[src/rtl/ccip_c0_rd_mux_if.sv]
// CCI-P c0 read-channel bundle: per-port requestor side, host Tx/Rx c0 side
// and the demuxed response side, as seen by the read mux.
interface ccip_c0_rd_mux_if #(
  parameter int NUM_PORTS = 4,
  parameter int ADDR_W    = 42,
  parameter int MDATA_W   = 16,
  parameter int DATA_W    = 512
);
  logic [NUM_PORTS-1:0]         req_valid;
  logic [NUM_PORTS*ADDR_W-1:0]  req_addr;
  logic [NUM_PORTS*MDATA_W-1:0] req_mdata;
  logic [NUM_PORTS-1:0]         req_ready;
  logic                         tx_c0_valid;
  logic [ADDR_W-1:0]            tx_c0_addr;
  logic [MDATA_W-1:0]           tx_c0_mdata;
  logic                         tx_c0_almfull;
  logic                         rx_c0_valid;
  logic [MDATA_W-1:0]           rx_c0_mdata;
  logic [DATA_W-1:0]            rx_c0_data;
  logic [NUM_PORTS-1:0]         rsp_valid;
  logic [MDATA_W-1:0]           rsp_mdata;
  logic [DATA_W-1:0]            rsp_data;

  modport slave (
    input  req_valid, req_addr, req_mdata, tx_c0_almfull,
           rx_c0_valid, rx_c0_mdata, rx_c0_data,
    output req_ready, tx_c0_valid, tx_c0_addr, tx_c0_mdata,
           rsp_valid, rsp_mdata, rsp_data
  );

  modport master (
    output req_valid, req_addr, req_mdata, tx_c0_almfull,
           rx_c0_valid, rx_c0_mdata, rx_c0_data,
    input  req_ready, tx_c0_valid, tx_c0_addr, tx_c0_mdata,
           rsp_valid, rsp_mdata, rsp_data
  );
endinterface

[src/rtl/ccip_c0_rd_mux.sv]
// N-to-1 CCI-P c0 read mux: round-robin request arbitration with per-port
// credit limits, mdata port tagging and tag-based response routing.
module ccip_c0_rd_mux #(
  parameter int NUM_PORTS       = 4,
  parameter int ADDR_W          = 42,
  parameter int MDATA_W         = 16,
  parameter int DATA_W          = 512,
  parameter int MAX_OUTSTANDING = 64,
  parameter int PORT_ID_W       = $clog2(NUM_PORTS),
  parameter int CNT_W           = $clog2(MAX_OUTSTANDING + 1)
) (
  input  logic                       pClk,
  input  logic                       pReset,
  ccip_c0_rd_mux_if.slave            bus,
  output logic [NUM_PORTS*CNT_W-1:0] outstanding,
  output logic                       idle,
  output logic                       err_unexpected_rsp
);
  localparam int               USER_W  = MDATA_W - PORT_ID_W;
  localparam logic [CNT_W-1:0] MAX_CNT = CNT_W'(MAX_OUTSTANDING);

  logic [ADDR_W-1:0]    addr_arr [NUM_PORTS];
  logic [USER_W-1:0]    user_arr [NUM_PORTS];
  logic [CNT_W-1:0]     cnt_q    [NUM_PORTS];
  logic [CNT_W-1:0]     cnt_d    [NUM_PORTS];
  logic [NUM_PORTS-1:0] eligible, has_credit, rsp_hit, ready_c;
  logic [PORT_ID_W-1:0] prio_q, prio_d, grant_idx, rsp_port;
  logic                 grant_found, accept, rsp_ok, rsp_bad, unused_tag_bits;

  logic                 tx_valid_q;
  logic [ADDR_W-1:0]    tx_addr_q;
  logic [MDATA_W-1:0]   tx_mdata_q;
  logic [NUM_PORTS-1:0] rsp_valid_q;
  logic [MDATA_W-1:0]   rsp_mdata_q;
  logic [DATA_W-1:0]    rsp_data_q;
  logic                 err_q;

  function automatic logic [PORT_ID_W-1:0] wrap_add(input logic [PORT_ID_W-1:0] base,
                                                    input int off);
    int sum;
    sum = int'(base) + off;
    if (sum >= NUM_PORTS) sum = sum - NUM_PORTS;
    return PORT_ID_W'(sum);
  endfunction

  assign rsp_port = bus.rx_c0_mdata[MDATA_W-1 -: PORT_ID_W];

  // NOTE: every always_comb output gets a default before any conditional
  // assignment; a path that leaves one unassigned would infer a latch.
  always_comb begin
    unused_tag_bits = 1'b0;
    idle            = 1'b1;
    for (int i = 0; i < NUM_PORTS; i++) begin
      addr_arr[i]   = bus.req_addr[i*ADDR_W +: ADDR_W];
      user_arr[i]   = bus.req_mdata[i*MDATA_W +: USER_W];
      unused_tag_bits = unused_tag_bits ^ (^bus.req_mdata[i*MDATA_W+USER_W +: PORT_ID_W]);
      eligible[i]   = bus.req_valid[i] && (cnt_q[i] < MAX_CNT);
      has_credit[i] = (cnt_q[i] != '0);
      rsp_hit[i]    = (rsp_port == PORT_ID_W'(i));
      outstanding[i*CNT_W +: CNT_W] = cnt_q[i];
      if (cnt_q[i] != '0) idle = 1'b0;
    end
  end

  // Round-robin search starting at the port after the last grant.
  always_comb begin
    grant_found = 1'b0;
    grant_idx   = '0;
    for (int k = 0; k < NUM_PORTS; k++) begin
      if (!grant_found && eligible[wrap_add(prio_q, k)]) begin
        grant_found = 1'b1;
        grant_idx   = wrap_add(prio_q, k);
      end
    end
    accept  = grant_found && !bus.tx_c0_almfull && !pReset;
    ready_c = '0;
    if (accept) ready_c[grant_idx] = 1'b1;
    prio_d  = accept ? wrap_add(grant_idx, 1) : prio_q;
  end

  // A response is only legal for an existing port with a read in flight.
  assign rsp_ok  = bus.rx_c0_valid && |(rsp_hit & has_credit);
  assign rsp_bad = bus.rx_c0_valid && !rsp_ok;

  always_comb begin
    for (int i = 0; i < NUM_PORTS; i++) begin
      cnt_d[i] = cnt_q[i];
      if (ready_c[i] && !(rsp_ok && rsp_hit[i]))
        cnt_d[i] = cnt_q[i] + CNT_W'(1);
      else if (!ready_c[i] && rsp_ok && rsp_hit[i])
        cnt_d[i] = cnt_q[i] - CNT_W'(1);
    end
  end

  // NOTE: state registers use non-blocking assignments so every flop samples
  // pre-edge values regardless of statement order.
  always_ff @(posedge pClk or posedge pReset) begin
    if (pReset) begin
      prio_q      <= '0;
      tx_valid_q  <= 1'b0;
      tx_addr_q   <= '0;
      tx_mdata_q  <= '0;
      rsp_valid_q <= '0;
      rsp_mdata_q <= '0;
      rsp_data_q  <= '0;
      err_q       <= 1'b0;
      // NOTE: the counter array is a handful of flops, not a RAM, so it is
      // reset like any other register; in-flight state must not survive reset.
      for (int i = 0; i < NUM_PORTS; i++) cnt_q[i] <= '0;
    end else begin
      prio_q      <= prio_d;
      tx_valid_q  <= accept;
      if (accept) begin
        tx_addr_q  <= addr_arr[grant_idx];
        tx_mdata_q <= {grant_idx, user_arr[grant_idx]};
      end
      rsp_valid_q <= rsp_ok ? rsp_hit : '0;
      if (rsp_ok) begin
        rsp_mdata_q <= {{PORT_ID_W{1'b0}}, bus.rx_c0_mdata[USER_W-1:0]};
        rsp_data_q  <= bus.rx_c0_data;
      end
      if (rsp_bad) err_q <= 1'b1;
      for (int i = 0; i < NUM_PORTS; i++) cnt_q[i] <= cnt_d[i];
    end
  end

  assign bus.req_ready       = ready_c;
  assign bus.tx_c0_valid     = tx_valid_q;
  assign bus.tx_c0_addr      = tx_addr_q;
  assign bus.tx_c0_mdata     = tx_mdata_q;
  assign bus.rsp_valid       = rsp_valid_q;
  assign bus.rsp_mdata       = rsp_mdata_q;
  assign bus.rsp_data        = rsp_data_q;
  assign err_unexpected_rsp  = err_q;
endmodule

[src/flat_wrapper.sv]
// flat-port wrapper written by rule: the top's interface ports become plain ports
module ccip_c0_rd_mux_flat 
#(
  parameter int NUM_PORTS       = 4,
  parameter int ADDR_W          = 42,
  parameter int MDATA_W         = 16,
  parameter int DATA_W          = 512,
  parameter int MAX_OUTSTANDING = 64,
  parameter int PORT_ID_W       = $clog2(NUM_PORTS),
  parameter int CNT_W           = $clog2(MAX_OUTSTANDING + 1)
)
  (pClk, pReset, outstanding, idle, err_unexpected_rsp, bus_req_valid, bus_req_addr, bus_req_mdata, bus_tx_c0_almfull, bus_rx_c0_valid, bus_rx_c0_mdata, bus_rx_c0_data, bus_req_ready, bus_tx_c0_valid, bus_tx_c0_addr, bus_tx_c0_mdata, bus_rsp_valid, bus_rsp_mdata, bus_rsp_data);
  ccip_c0_rd_mux_if #(.NUM_PORTS(NUM_PORTS), .ADDR_W(ADDR_W), .MDATA_W(MDATA_W), .DATA_W(DATA_W)) bus_i ();
  input  logic pClk;
  input  logic pReset;
  output logic [NUM_PORTS*CNT_W-1:0] outstanding;
  output logic idle;
  output logic err_unexpected_rsp;
  input wire logic [$bits(bus_i.req_valid)-1:0] bus_req_valid;
  input wire logic [$bits(bus_i.req_addr)-1:0] bus_req_addr;
  input wire logic [$bits(bus_i.req_mdata)-1:0] bus_req_mdata;
  input wire logic [$bits(bus_i.tx_c0_almfull)-1:0] bus_tx_c0_almfull;
  input wire logic [$bits(bus_i.rx_c0_valid)-1:0] bus_rx_c0_valid;
  input wire logic [$bits(bus_i.rx_c0_mdata)-1:0] bus_rx_c0_mdata;
  input wire logic [$bits(bus_i.rx_c0_data)-1:0] bus_rx_c0_data;
  output wire logic [$bits(bus_i.req_ready)-1:0] bus_req_ready;
  output wire logic [$bits(bus_i.tx_c0_valid)-1:0] bus_tx_c0_valid;
  output wire logic [$bits(bus_i.tx_c0_addr)-1:0] bus_tx_c0_addr;
  output wire logic [$bits(bus_i.tx_c0_mdata)-1:0] bus_tx_c0_mdata;
  output wire logic [$bits(bus_i.rsp_valid)-1:0] bus_rsp_valid;
  output wire logic [$bits(bus_i.rsp_mdata)-1:0] bus_rsp_mdata;
  output wire logic [$bits(bus_i.rsp_data)-1:0] bus_rsp_data;
  assign bus_i.req_valid = bus_req_valid;
  assign bus_i.req_addr = bus_req_addr;
  assign bus_i.req_mdata = bus_req_mdata;
  assign bus_i.tx_c0_almfull = bus_tx_c0_almfull;
  assign bus_i.rx_c0_valid = bus_rx_c0_valid;
  assign bus_i.rx_c0_mdata = bus_rx_c0_mdata;
  assign bus_i.rx_c0_data = bus_rx_c0_data;
  assign bus_req_ready = bus_i.req_ready;
  assign bus_tx_c0_valid = bus_i.tx_c0_valid;
  assign bus_tx_c0_addr = bus_i.tx_c0_addr;
  assign bus_tx_c0_mdata = bus_i.tx_c0_mdata;
  assign bus_rsp_valid = bus_i.rsp_valid;
  assign bus_rsp_mdata = bus_i.rsp_mdata;
  assign bus_rsp_data = bus_i.rsp_data;
  ccip_c0_rd_mux #(.NUM_PORTS(NUM_PORTS), .ADDR_W(ADDR_W), .MDATA_W(MDATA_W), .DATA_W(DATA_W), .MAX_OUTSTANDING(MAX_OUTSTANDING), .PORT_ID_W(PORT_ID_W), .CNT_W(CNT_W)) u_core (.pClk(pClk), .pReset(pReset), .bus(bus_i), .outstanding(outstanding), .idle(idle), .err_unexpected_rsp(err_unexpected_rsp));
endmodule
[config.mk]
export PLATFORM = sky130hd
export DESIGN_NAME = ccip_c0_rd_mux_flat
export DESIGN_NICKNAME = d
export VERILOG_FILES = /design/src/rtl/ccip_c0_rd_mux_if.sv /design/src/rtl/ccip_c0_rd_mux.sv /design/src/flat_wrapper.sv
export SDC_FILE = /design/constraint.sdc
export NUM_CORES = 1
export LEC_CHECK = 0
export CAP_MARGIN = 20
export CELL_PAD_IN_SITES_DETAIL_PLACEMENT = 0
export CELL_PAD_IN_SITES_GLOBAL_PLACEMENT = 1
export CORE_AREA = 8 8 532 534
export DETAILED_ROUTE_END_ITERATION = 8
export DIE_AREA = 0 0 540 542
export GPL_TIMING_DRIVEN = 1
export HOLD_SLACK_MARGIN = 0.1
export PLACE_DENSITY = 0.42
export SKIP_CTS_REPAIR_TIMING = 1
export SKIP_LAST_GASP = 1
export SLEW_MARGIN = 20
export SYNTH_ARGS = -nofsm -noshare
export SYNTH_HDL_FRONTEND = slang
export SYNTH_SLANG_ARGS = --single-unit
[constraint.sdc]
create_clock -name pClk -period 23.5 [get_ports pClk]
set_clock_uncertainty 0.15 [all_clocks]
set_input_delay 7.05 -clock pClk [delete_from_list [all_inputs] [get_ports pClk]]
set_output_delay 7.05 -clock pClk [all_outputs]
set_load 0.02 [all_outputs]
==> flow_summary_export.csv <==
group,metric,value,unit
synthesis,sequential_element_share_of_the_synthesized_area,61.06,%
synthesis,synth_edf_count,0,
power_and_ir_drop,static-leakage-power,18.03,nW
hold_path,holdCritPathClass,"reg -> reg",
clock_tree,clk_pin_slew,0.05,ns
finish,nets,3855,
synthesis,synthFlopType,"dfrtp_1",
sta,postLayoutSetupSlackWorst,6.754,ns
floorplanning,ioPinCount,1393,
clock_tree,cts_tree,"done",
job,maxCapViolations,0,
synthesis,syn_area,25410,um^2
floorplanning,initial_utilization,9.247,%
synthesis,syn_avg_cell_area,15.32,um^2
synthesis,xor_and_xnor_fraction_of_the_mapped_netlist_area,0.8617,%
floorplanning,row_count,193,
synthesis,largest_family_of_logic_cells_by_synthesized_area,"multiplexers",
clock_tree,cts-buffers-inserted,93,
synthesis,synth_register_bits,620,
critical_path,critical_path.slowest_cell,"clkdlybuf4s50_1",
clock_tree,ctsRootBufferMaster,"clkbuf_16",
critical_path,cp_slowest_stage_delay,0.64,ns
clock_tree,cts_buffer_depth,4,
sta,final_min_period_over_clock_period,71.26,%
drt,dr.first_iter.drc_count,674,
sta,worst_hold_slack,0.3337,ns
synthesis,yosysTopAreaCell,"dfrtp_1",
grt,maximum_number_of_pins_on_one_net_before_global_route_repair,148,
drt,dr_total_vias,20340,
floorplanning,die_w,540,um
drt,drt-total-wl,174.8,mm
grt,globalRouteTotalUtil,11.42,%
grt,global_route.overflow_total,0,
clock_tree,worstSkewPairLatency,0.79,ns
hold_path,hold_depth,2,
placement,gp_routability_congestion,0.8186,
critical_path,crit_path_max_fanout,28,
critical_path,r2r_cells,9,
sta,worstMarginPinSlew,1.226,ns
sta,post-route-min-period,16.75,ns
critical_path,crit_path_cell_trace,"clkdlybuf4s50_1, nand2b_1, o21ai_0, nand3_4, nor2_1, clkdlybuf4s50_1",
synthesis,post_synth_and_or_nand_nor_area_fraction,2.255,%
drt,route.antenna.remaining_nets,0,
synthesis,post_synth_fa_ha_maj_area_fraction,1.300,%
synthesis,synth_compound_area_share,3.053,%
critical_path,crit_path_frequent_cell,"clkdlybuf4s50_1",
clock_tree,clock_tree.htree_level_count,3,
floorplanning,fp.coreArea,274800,um^2
synthesis,postSynthCellCount,1659,
synthesis,netlist_top_cells_area,"dfrtp_1, mux2_2, mux2_1, mux2i_1, o221ai_1",
floorplanning,die_height,542,um
sta,slew_violations,0,
critical_path,critPathCaptureType,"output port",
sta,fmaxAchievable,59.72,MHz
grt,global_route_wire_length_before_repair,227.0,mm
finish,final_core_util,16.92,%
power_and_ir_drop,totalPowerFinal,4.539,mW
clock_tree,cts.sinks,620,
finish,drive_gt1_share,19.60,%
synthesis,synthesis.yosys.warnings,0,
sta,rsz0062_at_grt,"no",
finish,area_growth_syn_to_layout,82.99,%
critical_path,path_class,"in -> out",
power_and_ir_drop,power.ir.vdd_worst,0.04746,mV
grt,first_global_vias,21910,
sta,fin_setup_tns,0,ns
outcome,outcome,"finished, final reports clean",
critical_path,worstSetupStartpointType,"primary input",
drt,drt_first_pass_iters,4,
placement,port_buffers,1382,
synthesis,yosys.area.top_type_share,61.06,%
synthesis,synth.distinct_cells,48,
synthesis,postSynth.asyncResetShare,100.0,%
drt,post-route-drc-count,0,
sta,relSlewSlack,18.26,%
grt,grt_antenna_before_repair,129,
sta,hold_viol,0,
drt,post_drt_via_cell_ratio,3.015,
sta,setup_viol_count_final,0,
power_and_ir_drop,power.density_cell_area,97.60,nW/um^2
placement,place_hpwl,147.1,mm
critical_path,worst-endpoint-arrival,9.55,ns
placement,place_worst_setup_slack,6.842,ns
synthesis,synth_mux_area_share,28.81,%
critical_path,data_required_time_at_the_worst_endpoint,16.30,ns
drt,routedWlPerCell,25.90,um
floorplanning,die_area,292700,um^2
[layout make-up]
class	instances	area, um^2
Multi-Input combinational cell	937	9259
Sequential cell	620	15510
Antenna cell	12	30.03
Timing Repair Buffer	1402	14030
Fill cell	30210	228300
Tap cell	3607	4513
Clock buffer	135	2766
Clock inverter	25	344.1
Inverter	9	38.79
[placed cells by master, fill, tap and decap left out, types with 15 or more instances in the layout]
| cell | instances |
|---|---|
| ha_1 | 20 |
| mux2i_1 | 116 |
| clkbuf_8 | 26 |
| buf_4 | 16 |
| mux2_1 | 110 |
| clkbuf_1 | 15 |
| a21oi_1 | 20 |
| mux2_2 | 431 |
| dfrtp_1 | 620 |
| o221ai_1 | 56 |
| clkbuf_16 | 94 |
| clkdlybuf4s50_1 | 1382 |
| xnor2_1 | 17 |
| nand2_1 | 65 |
| nor2_1 | 22 |
[sequential cells by signal, indices dropped and copies added (netlist names)]
signal                     cells
u_core.outstanding            28
u_core.bus.tx_c0_addr         42
u_core.bus.tx_c0_valid         1
u_core.err_unexpected_rsp      1
u_core.bus.rsp_valid           4
u_core.bus.tx_c0_mdata        16
u_core.prio_q                  2
u_core.bus.rsp_mdata          14
u_core.bus.rsp_data          512
[power breakdown]
part	leakage [nW]	internal [mW]	switching [mW]
sequential	7.28	1.27	0.157
combinational	9.22	0.758	0.890
clock	1.53	0.887	0.571
[cells in the mapped netlist, drive strengths merged, types with 5 or more instances]
library cell,instances
o221ai,56
clkbuf,14
inv,8
mux2,544
buf,80
ha,20
dfrtp,620
nor2,23
a21oi,20
xor2,8
nor4,7
nand2b,6
nand2,68
nor3,6
mux2i,116
xnor2,17
o21bai,5
o21ai,9
[cell families after synthesis]
| logic type | after synthesis |
|---|---|
| flops | 620 |
| other cells | 1 |
| compound gates | 102 |
| fa+ha+maj | 24 |
| buf+inv | 103 |
| mux | 661 |
| xor+xnor | 25 |
| simple gates | 123 |
[path summary, 6_finish.rpt]
| kind | from | slack [ns] | end |
|---|---|---|---|
| max | bus_req_valid[3] | 6.75 | bus_req_ready[3] |
| min | u_core.bus.tx_c0_mdata[15] | 0.33 | u_core.bus.tx_c0_mdata[15] |
| max reg2reg | u_core.outstanding[2] | 17.45 | u_core.bus.rsp_data[292] |
| min reg2reg | u_core.bus.tx_c0_mdata[15] | 0.33 | u_core.bus.tx_c0_mdata[15] |
| max in group asynchronous | pReset | 13.12 | u_core.bus.rsp_data[69] |
| min in group asynchronous | pReset | 6.68 | u_core.bus.tx_c0_mdata[8] |
[critical path: cells and delay by family]
family	cells	cell delay (ns)
simple gates	3	0.94
buf+inv	2	1.11
compound gates	1	0.43
[routing by layer]
metal	part of all wire (%)	vias up	track usage [%]
met1	36	9892	12.13
met4	2.3	128	2.387
li1	-	8809	-
met3	13	343	6.708
met5	0.48	-	0
met2	48	1172	19.60
[through the flow]
stage          std cells  cell area, um^2
2_1_floorplan       1660            25420
3_5_place_dp        6575            43360
5_1_grt             6737            46470
6_report            6747            46500
4_1_cts             6735            46470
3_3_place_gp        6575            43360
No activity file was read; power rests on OpenSTA's default activity.
